===== src/rtl/wb_uart_tx.sv =====
// Wishbone B4 byte-write UART transmitter: FIFO-buffered writes, 8N1 serial output.
// Define UART_TX_PARITY_EN to insert an even-parity bit between the data bits and stop.
`timescale 1ns/1ps
module wb_uart_tx #(
  parameter int CLK_DIV    = 434,
  parameter int FIFO_DEPTH = 8
) (
  input  logic        clk,
  input  logic        rst,
  input  logic [31:0] wb_adr_i,
  input  logic [31:0] wb_dat_i,
  input  logic        wb_we_i,
  input  logic        wb_cyc_i,
  input  logic        wb_stb_i,
  output logic [31:0] wb_dat_o,
  output logic        wb_ack_o,
  output logic        tx_o
);

  localparam int AW = (FIFO_DEPTH > 1) ? $clog2(FIFO_DEPTH) : 1;
  localparam int CW = $clog2(FIFO_DEPTH + 1);
  localparam int BW = (CLK_DIV > 1) ? $clog2(CLK_DIV) : 1;

`ifdef UART_TX_PARITY_EN
  typedef enum logic [2:0] {S_IDLE, S_START, S_DATA, S_PARITY, S_STOP} state_e;
`else
  typedef enum logic [2:0] {S_IDLE, S_START, S_DATA, S_STOP} state_e;
`endif

  logic [7:0]    mem_q [FIFO_DEPTH];
  logic [AW-1:0] wr_ptr_q, rd_ptr_q;
  logic [CW-1:0] count_q, count_d;
  logic          ack_q, ack_d;
  logic [31:0]   dat_q, dat_d;
  state_e        state_q;
  logic [BW-1:0] baud_q;
  logic [2:0]    bit_q;
  logic [7:0]    shift_q;
  logic          tx_q;
`ifdef UART_TX_PARITY_EN
  logic          par_q;
`endif

  logic empty, full, req, pop, push, baud_end;
  logic unused_ok;

  // Address is decoded upstream and only the low byte of write data is used.
  assign unused_ok = ^{wb_adr_i, wb_dat_i[31:8]};

  function automatic logic [31:0] status_word(input logic [CW-1:0] cnt,
                                              input logic e, input logic f,
                                              input logic b);
    logic [8:0] c9;
    logic [7:0] c8;
    c9 = 9'(cnt);
    c8 = (c9 > 9'd255) ? 8'hFF : c9[7:0];
    return {16'b0, c8, 5'b0, e, f, b};
  endfunction

  always_comb begin
    empty    = (count_q == '0);
    full     = (count_q == CW'(FIFO_DEPTH));
    req      = wb_cyc_i & wb_stb_i & ~ack_q;
    pop      = (state_q == S_IDLE) & ~empty;
    // A full FIFO still accepts the byte in a cycle where the head is popped.
    push     = req & wb_we_i & (~full | pop);
    ack_d    = req & (~wb_we_i | push);
    dat_d    = (req & ~wb_we_i) ? status_word(count_q, empty, full, state_q != S_IDLE) : '0;
    baud_end = (baud_q == BW'(CLK_DIV - 1));
    count_d  = count_q;
    unique case ({push, pop})
      2'b10:   count_d = count_q + CW'(1);
      2'b01:   count_d = count_q - CW'(1);
      default: count_d = count_q;
    endcase
  end

  always_ff @(posedge clk) begin
    if (rst) begin
      ack_q    <= 1'b0;
      dat_q    <= '0;
      wr_ptr_q <= '0;
      rd_ptr_q <= '0;
      count_q  <= '0;
    end else begin
      ack_q   <= ack_d;
      dat_q   <= dat_d;
      count_q <= count_d;
      if (push) wr_ptr_q <= wr_ptr_q + 1'b1;
      if (pop)  rd_ptr_q <= rd_ptr_q + 1'b1;
    end
  end

  always_ff @(posedge clk) begin
    if (push) mem_q[wr_ptr_q] <= wb_dat_i[7:0];
  end

  always_ff @(posedge clk) begin
    if (rst) begin
      state_q <= S_IDLE;
      baud_q  <= '0;
      bit_q   <= '0;
      tx_q    <= 1'b1;
    end else begin
      unique case (state_q)
        S_IDLE: begin
          baud_q <= '0;
          if (pop) begin
            state_q <= S_START;
            tx_q    <= 1'b0;
            shift_q <= mem_q[rd_ptr_q];
`ifdef UART_TX_PARITY_EN
            par_q   <= ^mem_q[rd_ptr_q];
`endif
          end
        end
        S_START: begin
          if (baud_end) begin
            state_q <= S_DATA;
            baud_q  <= '0;
            bit_q   <= '0;
            tx_q    <= shift_q[0];
            shift_q <= {1'b0, shift_q[7:1]};
          end else begin
            baud_q <= baud_q + 1'b1;
          end
        end
        S_DATA: begin
          if (baud_end) begin
            baud_q <= '0;
            if (bit_q == 3'd7) begin
`ifdef UART_TX_PARITY_EN
              state_q <= S_PARITY;
              tx_q    <= par_q;
`else
              state_q <= S_STOP;
              tx_q    <= 1'b1;
`endif
            end else begin
              bit_q   <= bit_q + 3'd1;
              tx_q    <= shift_q[0];
              shift_q <= {1'b0, shift_q[7:1]};
            end
          end else begin
            baud_q <= baud_q + 1'b1;
          end
        end
`ifdef UART_TX_PARITY_EN
        S_PARITY: begin
          if (baud_end) begin
            state_q <= S_STOP;
            baud_q  <= '0;
            tx_q    <= 1'b1;
          end else begin
            baud_q <= baud_q + 1'b1;
          end
        end
`endif
        S_STOP: begin
          if (baud_end) begin
            state_q <= S_IDLE;
            baud_q  <= '0;
          end else begin
            baud_q <= baud_q + 1'b1;
          end
        end
        default: begin
          state_q <= S_IDLE;
          baud_q  <= '0;
          tx_q    <= 1'b1;
        end
      endcase
    end
  end

  assign wb_dat_o = dat_q;
  assign wb_ack_o = ack_q;
  assign tx_o     = tx_q;

endmodule

===== config.mk =====
export PLATFORM = sky130hd
export DESIGN_NAME = wb_uart_tx
export DESIGN_NICKNAME = d
export VERILOG_FILES = /design/src/rtl/wb_uart_tx.sv
export SDC_FILE = /design/constraint.sdc
export NUM_CORES = 1
export LEC_CHECK = 0
export BUFFER_PORTS_ARGS = -buffer_cell sky130_fd_sc_hd__buf_2
export CORE_ASPECT_RATIO = 1.5
export CORE_UTILIZATION = 58
export CTS_CLUSTER_SIZE = 25
export DETAILED_ROUTE_END_ITERATION = 8
export PLACE_DENSITY = 0.81
export SETUP_SLACK_MARGIN = 0.02
export SYNTH_ARGS = -nofsm -noshare
export SYNTH_HDL_FRONTEND = slang
export SYNTH_SLANG_ARGS = --single-unit

===== constraint.sdc =====
create_clock -name clk -period 5.07 [get_ports clk]
set_input_delay 0.507 -clock clk [delete_from_list [all_inputs] [get_ports clk]]
set_output_delay 0.507 -clock clk [all_outputs]
set_load 0.01 [all_outputs]

Yosys cells after proc, flatten, opt, wreduce, memory -nomap -nowiden:

Memories as Yosys holds them, arrays and structs flattened. A register that Yosys moved wholly into a read port is not among the register bits.
Index checks and enable logic that the tools add are counted.

* register bits after elaboration: 67
* input bits: 69
* RAM bits: 64
* output and inout bits: 34
* memories kept: 1
* word-level logic and storage cells: 86

Memories
* mem_q: depth 8, bits a word 8, rd ports 1, clocked after Yosys merged registers in 1, wr ports 1, RTL line 30 `logic [7:0] mem_q [FIFO_DEPTH];`

* muxes and demuxes: 24
* eq/ne operators: 14
* reduce and logical (&&, ||, !) cells: 13
* bitwise logic cells: 17
* $add $sub $neg: 6

Operator list (number)
* $mux 8: 4
* $mux 3: 9
* $pmux 8 s3: 1
* $ne 2x2->1 const B: 6
* $pmux 3 s4: 1
* $add 3x1->3 const B: 3
* $add 9x1->9 const B: 1
* $eq 9x9->1 const B: 1
* $not 1->1: 8
* $pmux 4 s2: 1
* $reduce_and 4->1: 2
* $and 1x1->1: 7
* $eq 3x2->1 const B: 2
* $mux 1: 6
* $pmux 3 s2: 1
* $reduce_and 6->1: 1
* $reduce_bool 3->1: 2
* $reduce_or 3->1: 2
* $reduce_and 5->1: 1
* $add 4x1->4 const B: 1
* $eq 4x4->1 const B: 1
* $logic_not 4->1: 1
* $pmux 1 s4: 1
* $reduce_bool 2->1: 2
* other kinds (8): 9

Logic depth before layout (Yosys ltp):

Gate-level depths: netlist of run 1.

* depth after elaboration: 7
* mapped depth: 9
* gate-level depth less buffers: 9

Worst setup path before layout of run 1:

OpenSTA, ideal clock, no wires.

* kind: reg-to-reg
* start: reg state_q[0]
* end: mem mem_q[0][0] (enable)
* path slack: 2.918 ns
* data required time: 4.675 ns
* period minus slack after synthesis: 2.152 ns
* stages on the path, launching flop included: 6
* library setup time: 0.395 ns
* arrival: 1.757 ns
* buffers on the path: 1
* cells stage by stage: dfxtp_1 > inv_1 > ha_1 > clkbuf_4 > o21ai_4 > nor4_1

* cells in the longest elaborated chain, start to end: 6

Ends and longest elaborated chain
* start: declaration: RTL line 35 `state_e state_q;`
* start signal: assignment: RTL line 100 `state_q <= S_IDLE;`
* start signal: assignment: RTL line 109 `state_q <= S_START;`
* start signal: assignment: RTL line 119 `state_q <= S_DATA;`
* $logic_not 3->1: RTL line 64 `pop = (state_q == S_IDLE) & ~empty;`
* $and 1x1->1: RTL line 64
* $or 1x1->1: RTL line 66 `push = req & wb_we_i & (~full | pop);`
* $and 1x1->1: RTL line 66
* $mux 1: RTL line 95 `if (push) mem_q[wr_ptr_q] <= wb_dat_i[7:0];`
* $mux 1 (implied by the code): RTL line 95
* end: declaration: RTL line 30

Every way passes these cells.

Final worst setup path of run 1:

* start: reg state_q[0]
* end: reg count_q[3]

* cells in the longest elaborated chain, start to end: 6
* elaborated cells on any way between the ends: 8
* classes of those cells: eq/ne: 2; mux: 1; bitwise: 3; reduce/logical: 2

Ends and longest elaborated chain
* $logic_not 3->1 (*): RTL line 64
* $and 1x1->1 (*): RTL line 64
* $or 1x1->1: RTL line 66
* $and 1x1->1: RTL line 66
* $eq 2x1->1 / $eq 2x2->1 (equally long branches): RTL line 71 `unique case ({push, pop})`
* $pmux 4 s2 / $reduce_bool 2->1 (equally long branches)
* end signal: assignment: RTL line 88 `count_q <= count_d;`
* end: declaration: RTL line 32 `logic [CW-1:0] count_q, count_d;`

Every way passes the cells marked *; elsewhere a longest branch is shown, timed or not.
A chain may end at the register's enable or synchronous reset.

==> results of run 1 <==
==> power groups by stage <==
stage	Clock, mW	Sequential, mW	Combinational [mW]
CTS	0.652	1.15	0.570
global placement	0	1.16	0.546
detailed placement	0	1.16	0.566
global route	0.685	1.16	0.637
floorplan	0	1.10	0.528
finish	0.639	1.14	0.566
==> final timing paths <==
| check | depth (start not counted) | slack [ns] | to | startpoint |
|---|---|---|---|---|
| min reg2reg | 1 | 0.48 | tx_o | tx_o |
| max reg2reg | 9 | 2.51 | count_q[3] | state_q[0] |
| min | 2 | 0.41 | wb_ack_o | wb_we_i |
| max | 9 | 2.51 | count_q[3] | state_q[0] |
==> synth_stat cells (2+ instances only) <==
library cell	instances	area share (%)
sky130_fd_sc_hd__or3b_2	2	0.37
sky130_fd_sc_hd__nand3_1	3	0.32
sky130_fd_sc_hd__and3_1	2	0.27
sky130_fd_sc_hd__buf_1	2	0.16
sky130_fd_sc_hd__a21oi_1	5	0.53
sky130_fd_sc_hd__clkbuf_1	3	0.24
sky130_fd_sc_hd__nand4_1	2	0.27
sky130_fd_sc_hd__a22oi_1	2	0.32
sky130_fd_sc_hd__and4b_1	2	0.42
sky130_fd_sc_hd__nor4_1	3	0.40
sky130_fd_sc_hd__nor3_1	9	0.96
sky130_fd_sc_hd__mux2_2	2	0.48
sky130_fd_sc_hd__xnor2_1	7	1.3
sky130_fd_sc_hd__mux2i_1	13	2.8
sky130_fd_sc_hd__dfxtp_1	36	15
sky130_fd_sc_hd__edfxtp_1	72	46
sky130_fd_sc_hd__buf_4	26	4.1
sky130_fd_sc_hd__nand4b_1	3	0.56
sky130_fd_sc_hd__nand2_1	15	1.2
sky130_fd_sc_hd__inv_1	10	0.80
sky130_fd_sc_hd__buf_6	2	0.48
sky130_fd_sc_hd__o211ai_1	3	0.48
sky130_fd_sc_hd__ha_1	13	3.5
sky130_fd_sc_hd__mux4_2	16	7.6
sky130_fd_sc_hd__a211oi_1	2	0.32
sky130_fd_sc_hd__nand2b_1	3	0.40
sky130_fd_sc_hd__nor2_1	42	3.3
sky130_fd_sc_hd__and2_1	2	0.27
sky130_fd_sc_hd__xor2_1	5	0.93
sky130_fd_sc_hd__buf_2	3	0.32
sky130_fd_sc_hd__o21ai_0	11	1.2
==> state kept, by name, indices dropped and copies added, names as in the netlist, named ones only <==
register,count
baud_q,9
bit_q,3
count_q,4
mem_q,64
rd_ptr_q,3
shift_q,8
state_q,2
tx_o,1
wb_ack_o,1
wb_dat_o,7
wr_ptr_q,3
==> per-layer routing <==
layer	up-vias	routed length [um]	GRT usage, %
met5	-	0	0
met4	0	183	8.40
met3	15	241	4.85
met2	61	4200	34.7
met1	1303	3040	24.1
li1	1256	-	-
==> area by class of cell <==
class	instances	area [sq um]	share of cell area (%)
clock buffer	9	225	4.43
tap	102	128	2.51
sequential	108	2880	56.7
inverter	10	37.5	0.738
clock inverter	6	50.0	0.984
timing repair buffer	25	135	2.66
multi-input combinational	210	1630	32.0
==> cell families (layout without fill, tap and decap cells) <==
| group | after synthesis | in the layout |
|---|---|---|
| xor+xnor | 12 | 12 |
| other cells | 1 | 25 |
| simple gates | 95 | 95 |
| fa+ha+maj | 14 | 14 |
| flops | 108 | 108 |
| mux | 31 | 31 |
| compound gates | 33 | 33 |
| buf+inv | 47 | 50 |
==> worst max-delay path, stage by stage (launching register included) <==
cell and delay (ns):
sky130_fd_sc_hd__dfxtp_1 0.35, sky130_fd_sc_hd__inv_1 0.09, sky130_fd_sc_hd__ha_1 0.52, sky130_fd_sc_hd__o41ai_4 0.22, sky130_fd_sc_hd__nor2_1 0.32, sky130_fd_sc_hd__ha_1 0.29, sky130_fd_sc_hd__a21o_2 0.22, sky130_fd_sc_hd__a21o_1 0.20
sky130_fd_sc_hd__nand4b_1 0.18, sky130_fd_sc_hd__nand4_1 0.10
==> metrics by stage <==
step	cell area, sq um	util [%]	instances
after floorplan	4800	-	365
after global placement	4810	62.0	455
after detailed placement	4810	62.0	455
after CTS	5090	65.6	470
after global routing	5090	65.6	470
final	5090	65.6	470
==> flow_metrics.py, run 1 <==
metrics = {
    "floorplanning": {
        "core-area_sq_um": 7760,
        "rows": 39,
        "starting_density_pct": 60.8,
        "io-pin-count": 103,
        "die_width_um": 75.6,
        "chipHeight_um": 112,
        "floorplan.die_area_sq_um": 8500,
    },
    "sta": {
        "min_period_ns": 2.56,
        "fin_tns_setup_ns": 0,
        "final.setup.worst_slack_ns": 2.51,
        "slew_margin_rel_pct": 26.3,
        "post_route_clock_period_utilization_pct": 50.5,
        "maxSlewViolCount": 0,
        "timing.clock.skew_ns": 0.00805,
        "timing_worst_slew_pin_value_ns": 1.10,
        "maxClockFrequency_mhz": 390,
        "hold_violations": 0,
        "final_hold_slack_ns": 0.411,
        "rsz_0062_raised_after_global_routing": "no",
        "final-setup-viol-count": 0,
    },
    "worst_hold_path": {
        "hold_class": "in2reg",
    },
    "flow_run": {
        "maxCapViolations": 0,
    },
    "clock_tree": {
        "cts_tree": "done",
        "cts.repair_timing.setup_buffer_count": 0,
        "htreeDepth": 3,
        "ctsResizeCount": 0,
        "clk_path_buf_depth": 2,
        "clk_root_buffer_cell": "sky130_fd_sc_hd__clkbuf_16",
        "holdBufCountCts": 0,
        "cts_sinks": 108,
        "cts_made_buffers": 9,
        "worst_skew_pair.late_latency_ns": 0.35,
        "cts.reportedPaths.clkPinSlew_ns": 0.07,
    },
    "power": {
        "p_leak_nw": 1.80,
        "total_switching_power_mw": 0.705,
        "cellPowerDensity_nw_per_um2": 461,
        "report.power.total_mw": 2.35,
        "vdd.ir_drop.worst_mv": 0.437,
        "pwr-share-clk_pct": 27.2,
        "share_of_total_power_in_sequential_cells_pct": 48.7,
        "sw_frac_of_total_pct": 30.0,
        "pwr-share-comb_pct": 24.1,
        "cellInternalPower_mw": 1.64,
    },
    "finish": {
        "design.final.nets": 447,
        "areaGrowthSynthToFinish_pct": 7.94,
        "num-fill-cells": 550,
        "most-common-layout-cells": "sky130_fd_sc_hd__edfxtp_1, sky130_fd_sc_hd__nor2_1, sky130_fd_sc_hd__dfxtp_1",
        "layout-drive-gt1-share_pct": 18.5,
        "mostFrequentLayoutCell": "sky130_fd_sc_hd__edfxtp_1",
        "num_antenna_cells": 0,
    },
    "critical_path": {
        "worst-setup-path-type": "reg2reg",
        "worstPathRequired_ns": 5.35,
        "worstSetupEndpointType": "flop",
        "setup.worst_path.start_class": "flop",
        "worst-path-max-fanout": 13,
        "arrival_ns": 2.85,
    },
    "logic_synthesis": {
        "post_synthesis_adder_cell_area_fraction_pct": 3.87,
        "dominantRegCellSynth": "sky130_fd_sc_hd__edfxtp_1",
        "synth_xor_xnor_area_share_pct": 2.23,
        "netlist-cell-type-count": 51,
        "postSynth.asyncResetShare_pct": 0,
        "synthMuxAreaShare_pct": 10.9,
        "edff_count_synth": 72,
        "postSynthRegisterBits": 108,
        "synth_warnings": 0,
        "synth.cell_area_sq_um": 4710,
        "netlist_instances": 341,
        "synth.yosys.seq_area_share_pct": 61.1,
        "synth-compound-area-share_pct": 5.25,
        "post_syn_area_per_cell_sq_um": 13.8,
        "synth-simple-area-share_pct": 10.2,
        "main_combinational_cell_family_by_area_after_synthesis": "multiplexers",
    },
    "placement": {
        "gpl.final_weighted_congestion": 0.825,
        "preCtsSetupSlack_ns": 2.55,
        "detailedPlacementHpwl_mm": 5.12,
        "io_buffer_count": 21,
    },
    "detailed_routing": {
        "drtIter0Drc": 152,
        "detail_route.wirelength_mm": 7.66,
        "ant_nets": 0,
        "drt-pass1-iter-count": 5,
        "post_drt_via_cell_ratio": 5.61,
        "avgRoutedWirePerCell_um": 16.3,
        "route.vias.total": 2635,
        "route.detailed.drc": 0,
    },
    "global_route": {
        "overflow": 0,
        "grt_pass1_vias": 2515,
        "first_pass_grt_wire_length_mm": 12.3,
        "grt_use_total_pct": 20.4,
        "grt_max_degree": 25,
        "grt_antenna_before_repair": 0,
    },
    "run_status": {
        "status": "completed",
    },
}
Note: power is estimated with default switching activity, not from simulation.
==> run 2, diff against run 1 <==
--- a/config.mk
+++ b/config.mk
@@ -7,10 +7,10 @@
 export LEC_CHECK = 0
 export BUFFER_PORTS_ARGS = -buffer_cell sky130_fd_sc_hd__buf_2
 export CORE_ASPECT_RATIO = 1.5
-export CORE_UTILIZATION = 58
+export CORE_UTILIZATION = 54
 export CTS_CLUSTER_SIZE = 25
 export DETAILED_ROUTE_END_ITERATION = 8
-export PLACE_DENSITY = 0.81
+export PLACE_DENSITY = 0.76
 export SETUP_SLACK_MARGIN = 0.02
 export SYNTH_ARGS = -nofsm -noshare
 export SYNTH_HDL_FRONTEND = slang
==> constraint.sdc (replaced) <==
create_clock -name clk -period 2.5 [get_ports clk]
set_input_delay 0.25 -clock clk [delete_from_list [all_inputs] [get_ports clk]]
set_output_delay 0.25 -clock clk [all_outputs]
set_load 0.01 [all_outputs]
==> run 2 against run 1 <==
Effect of this change:
- register-to-register slack worse by 2.3 ns
- largest power group unchanged
- via count fell by 0.19%
- sequential share of layout area down 0.59 points
- critical endpoint unchanged
- worst hold slack lost 0.28 ns
- largest cell class unchanged
==> flow_metrics.py, run 2 (synthesized netlist as in run 1, its figures left out) <==
metrics = {
    "run_status": {
        "status": "completed",
    },
    "critical_path": {
        "worst-path-max-fanout": 6,
        "worst-setup-path-type": "reg2reg",
        "arrival_ns": 2.51,
        "worstPathRequired_ns": 2.72,
        "worst-r2r-setup-slack_ns": 0.21,
        "worstSetupEndpointType": "flop",
        "setup.worst_path.start_class": "flop",
    },
    "clock_tree": {
        "cts_tree": "done",
        "worst_skew_pair.late_latency_ns": 0.35,
        "cts.repair_timing.setup_buffer_count": 0,
        "holdBufCountCts": 0,
        "ctsResizeCount": 0,
        "cts.reportedPaths.clkPinSlew_ns": 0.07,
        "clk_path_buf_depth": 2,
        "cts_made_buffers": 9,
        "clk_root_buffer_cell": "sky130_fd_sc_hd__clkbuf_16",
        "cts_sinks": 108,
        "htreeDepth": 3,
    },
    "placement": {
        "detailedPlacementHpwl_mm": 5.21,
        "placement.cell_area_sq_um": 4850,
        "io_buffer_count": 21,
        "gpl.final_weighted_congestion": 0.770,
        "place_inst": 465,
        "preCtsSetupSlack_ns": 0.218,
    },
    "power": {
        "p_leak_nw": 1.84,
        "report.power.total_mw": 4.86,
        "vdd.ir_drop.worst_mv": 0.564,
        "cellPowerDensity_nw_per_um2": 945,
    },
    "finish": {
        "final_cells": 481,
        "design_area_sq_um": 5140,
        "largest_register_ff_count": 64,
        "largest-register": "mem_q",
        "num-fill-cells": 654,
        "areaGrowthSynthToFinish_pct": 9.08,
        "num_antenna_cells": 0,
        "design.final.nets": 452,
        "mostFrequentLayoutCell": "sky130_fd_sc_hd__edfxtp_1",
        "biggestRegsByFlops": "mem_q (64), baud_q (9), shift_q (8)",
        "most-common-layout-cells": "sky130_fd_sc_hd__edfxtp_1, sky130_fd_sc_hd__nor2_1, sky130_fd_sc_hd__dfxtp_1",
        "layout-drive-gt1-share_pct": 19.5,
    },
    "floorplanning": {
        "floorplan.die_area_sq_um": 9120,
        "chipHeight_um": 116,
        "starting_density_pct": 55.7,
        "core-area_sq_um": 8460,
        "die_width_um": 78.3,
        "io-pin-count": 103,
        "rows": 41,
    },
    "detailed_routing": {
        "route.vias.total": 2630,
        "drtIter0Drc": 124,
        "detail_route.wirelength_mm": 7.56,
        "ant_nets": 0,
        "drt-pass1-iter-count": 4,
        "avgRoutedWirePerCell_um": 15.7,
        "post_drt_via_cell_ratio": 5.47,
        "route.detailed.drc": 0,
    },
    "global_route": {
        "first_pass_grt_wire_length_mm": 12.3,
        "grt_pass1_vias": 2619,
        "grt_antenna_before_repair": 0,
        "grt_max_degree": 25,
        "overflow": 0,
        "grt_use_total_pct": 18.7,
    },
    "sta": {
        "slew_margin_rel_pct": 29.5,
        "rsz_0062_raised_after_global_routing": "no",
        "fin_tns_setup_ns": 0,
        "min_period_ns": 2.29,
        "maxSlewViolCount": 0,
        "final-setup-viol-count": 0,
        "final.setup.worst_slack_ns": 0.206,
        "hold_violations": 0,
        "post_route_clock_period_utilization_pct": 91.7,
        "maxClockFrequency_mhz": 436,
        "timing_worst_slew_pin_value_ns": 1.05,
        "timing.clock.skew_ns": 0.00518,
    },
    "flow_run": {
        "maxCapViolations": 0,
    },
    "worst_hold_path": {
        "hold_class": "in2reg",
    },
}
[run 2: through the flow]
step | utilization [%] | hold slack, ns
after global placement | 57.3 | 0.459
after global routing | 60.8 | 0.151
final | 60.8 | 0.130
after detailed placement | 57.3 | 0.478
after floorplan | - | 0.349
after CTS | 60.8 | 0.126
[run 2: critical path: stages, from the launching register on]
cell and delay, ns:
sky130_fd_sc_hd__dfxtp_1 0.35, sky130_fd_sc_hd__inv_1 0.09, sky130_fd_sc_hd__ha_1 0.32, sky130_fd_sc_hd__o41ai_4 0.18
sky130_fd_sc_hd__nor2_1 0.28, sky130_fd_sc_hd__ha_1 0.29, sky130_fd_sc_hd__a21o_2 0.22, sky130_fd_sc_hd__a21o_1 0.20
sky130_fd_sc_hd__o2111ai_1 0.11, sky130_fd_sc_hd__nand4_1 0.11
[run 2: final cells by class]
| cell class | count | area, sq um | area share [%] |
|---|---|---|---|
| multi-input combinational | 210 | 1630 | 31.6 |
| timing repair buffer | 30 | 173 | 3.36 |
| sequential | 108 | 2880 | 56.1 |
| tap | 107 | 134 | 2.60 |
| inverter | 10 | 37.5 | 0.730 |
| clock inverter | 7 | 65.1 | 1.27 |
| clock buffer | 9 | 225 | 4.38 |
[run 2: final timing paths]
check | start | to | cells after the start
setup / recovery | state_q[0] | count_q[3] | 9
hold / removal | wb_we_i | wb_ack_o | 2
setup reg to reg | state_q[0] | count_q[3] | 9
hold reg to reg | baud_q[0] | baud_q[0] | 1
[run 2: metal layers]
metal | vias up | wire length (um) | track usage, % | part of all wire, %
met2 | 56 | 4070 | 34.2 | 54
met4 | 0 | 261 | 11.4 | 3.5
met5 | - | 0 | 0 | 0
met1 | 1283 | 2970 | 19.8 | 39
met3 | 24 | 262 | 3.98 | 3.5
li1 | 1267 | - | - | -
[run 2: report_power, final]
group	switching [mW]	total, mW	internal (mW)
sequential	0.130	2.24	2.11
combinational	0.682	1.25	0.563
clock	0.669	1.37	0.700
==> run 3, diff against run 2 <==
--- a/config.mk
+++ b/config.mk
@@ -6,11 +6,13 @@
 export NUM_CORES = 1
 export LEC_CHECK = 0
 export BUFFER_PORTS_ARGS = -buffer_cell sky130_fd_sc_hd__buf_2
+export CELL_PAD_IN_SITES_DETAIL_PLACEMENT = 0
+export CELL_PAD_IN_SITES_GLOBAL_PLACEMENT = 2
 export CORE_ASPECT_RATIO = 1.5
-export CORE_UTILIZATION = 54
+export CORE_UTILIZATION = 37
 export CTS_CLUSTER_SIZE = 25
 export DETAILED_ROUTE_END_ITERATION = 8
-export PLACE_DENSITY = 0.76
+export PLACE_DENSITY = 0.77
 export SETUP_SLACK_MARGIN = 0.02
 export SYNTH_ARGS = -nofsm -noshare
 export SYNTH_HDL_FRONTEND = slang
==> run 3 against run 2 <==
Effect of this change:
- power grew 0.88%
- critical path type unchanged
- via count shrank 2.9%
- setup slack gained 0.080 ns
==> flow_metrics.py, run 3 (synthesized netlist as in run 1, its figures left out) <==
metrics = {
    "run_status": {
        "status": "completed",
    },
    "power": {
        "p_leak_nw": 1.85,
        "cellPowerDensity_nw_per_um2": 937,
        "vdd.ir_drop.worst_mv": 0.544,
    },
    "detailed_routing": {
        "detail_route.wirelength_mm": 7.98,
        "drtIter0Drc": 97,
        "drt-pass1-iter-count": 4,
        "route.vias.total": 2553,
        "route.detailed.drc": 0,
        "post_drt_via_cell_ratio": 4.80,
        "ant_nets": 0,
        "avgRoutedWirePerCell_um": 15.0,
    },
    "placement": {
        "placement.cell_area_sq_um": 4930,
        "gpl.final_weighted_congestion": 0.750,
        "io_buffer_count": 21,
        "detailedPlacementHpwl_mm": 5.48,
    },
    "finish": {
        "mostFrequentLayoutCell": "sky130_fd_sc_hd__edfxtp_1",
        "areaGrowthSynthToFinish_pct": 10.9,
        "num_antenna_cells": 0,
        "finalCoreUtilization_pct": 42.0,
        "biggestRegsByFlops": "mem_q (64), baud_q (9), shift_q (8)",
        "design.final.nets": 454,
        "layout-drive-gt1-share_pct": 20.2,
        "design_area_sq_um": 5230,
        "largest-register": "mem_q",
        "most-common-layout-cells": "sky130_fd_sc_hd__edfxtp_1, sky130_fd_sc_hd__nor2_1, sky130_fd_sc_hd__dfxtp_1",
        "num-fill-cells": 1156,
        "largest_register_ff_count": 64,
    },
    "floorplanning": {
        "rows": 50,
        "die_width_um": 94.2,
        "floorplan.die_area_sq_um": 13200,
        "io-pin-count": 103,
        "chipHeight_um": 140,
        "core-area_sq_um": 12400,
        "starting_density_pct": 37.9,
    },
    "clock_tree": {
        "worst_skew_pair.late_latency_ns": 0.35,
        "htreeDepth": 3,
        "cts_tree": "done",
        "clk_path_buf_depth": 2,
        "cts_sinks": 108,
        "cts.reportedPaths.clkPinSlew_ns": 0.07,
        "cts_made_buffers": 9,
        "holdBufCountCts": 0,
        "clk_root_buffer_cell": "sky130_fd_sc_hd__clkbuf_16",
    },
    "sta": {
        "slew_margin_rel_pct": 39.6,
        "rsz_0062_raised_after_global_routing": "no",
        "hold_violations": 0,
        "timing.clock.skew_ns": 0.0121,
        "maxSlewViolCount": 0,
        "final_hold_slack_ns": 0.143,
        "maxClockFrequency_mhz": 452,
        "final-setup-viol-count": 0,
        "timing_worst_slew_pin_value_ns": 0.903,
        "post_route_clock_period_utilization_pct": 88.6,
        "min_period_ns": 2.21,
        "fin_tns_setup_ns": 0,
    },
    "critical_path": {
        "worstPathRequired_ns": 2.78,
        "worst-setup-path-type": "reg2reg",
        "arrival_ns": 2.49,
        "worst-path-max-fanout": 7,
        "worstRegToRegCells": 9,
        "worstSetupEndpointType": "flop",
        "setup.worst_path.start_class": "flop",
    },
    "global_route": {
        "grt_pass1_vias": 2660,
        "grt_antenna_before_repair": 0,
        "first_pass_grt_wire_length_mm": 13.3,
        "grt_use_total_pct": 13.6,
        "overflow": 0,
        "grt_max_degree": 25,
    },
    "worst_hold_path": {
        "hold_class": "in2reg",
        "min_delay_path_depth": 2,
    },
    "flow_run": {
        "maxCapViolations": 0,
    },
}
run 3: changes by cell type in the layout (fill, tap and decap cells not counted):
cell / change
sky130_fd_sc_hd__nor2_2: +1
sky130_fd_sc_hd__nor2_1: -1
sky130_fd_sc_hd__clkinv_4: -1
sky130_fd_sc_hd__clkinv_8: +1
sky130_fd_sc_hd__buf_4: +2
run 3: final timing paths:
path | startpoint | end | slack [ns]
worst min-delay path | wb_we_i | wb_ack_o | 0.14
worst max-delay path | state_q[0] | count_q[3] | 0.29
worst max register to register | state_q[0] | count_q[3] | 0.29
worst min register to register | tx_o | tx_o | 0.49
run 3: worst max-delay path, cell delays in order (launching register included):
cell and delay (ns):
sky130_fd_sc_hd__dfxtp_1 0.35, sky130_fd_sc_hd__inv_1 0.10, sky130_fd_sc_hd__ha_1 0.36, sky130_fd_sc_hd__o41ai_4 0.19
sky130_fd_sc_hd__nor2_2 0.21, sky130_fd_sc_hd__ha_1 0.26, sky130_fd_sc_hd__a21o_2 0.22, sky130_fd_sc_hd__a21o_1 0.20
sky130_fd_sc_hd__nand4b_1 0.17, sky130_fd_sc_hd__nand4_1 0.10
run 3: timing repair:
action	4_1_cts	5_1_grt
endpoints found under the hold margin	0	0
setup endpoints to repair	0	1
resized for setup	0	1
setup buffers	0	0
run 3: area by class of cell:
class                      count  area [sq um]  share of cell area, %
timing repair buffer          32           188                   3.59
clock buffer                   9           225                   4.31
tap                          156           195                   3.73
sequential                   108          2880                   55.1
clock inverter                 7          72.6                   1.39
multi-input combinational    210          1630                   31.1
inverter                      10          37.5                  0.718
run 3: report_power, final:
part	switching, mW	total [mW]	internal (mW)
clock	0.680	1.39	0.708
combinational	0.699	1.28	0.582
sequential	0.119	2.23	2.11
run 3: per-stage QoR:
step	setup WS, ns	total power, mW	instances
floorplan	0.348	3.30	365
global placement	0.186	3.56	516
detailed placement	0.170	3.58	516
CTS	0.150	4.97	532
global route	0.0732	5.21	532
finish	0.286	4.90	532
run 3: layer usage:
layer  track usage, %  vias to the layer above  part of all wire (%)
li1                 -                     1272                     -
met1             15.0                     1226                    40
met2             24.4                       44                    55
met3             2.55                       11                   2.9
met4             6.80                        0                   2.1
met5                0                        -                     0
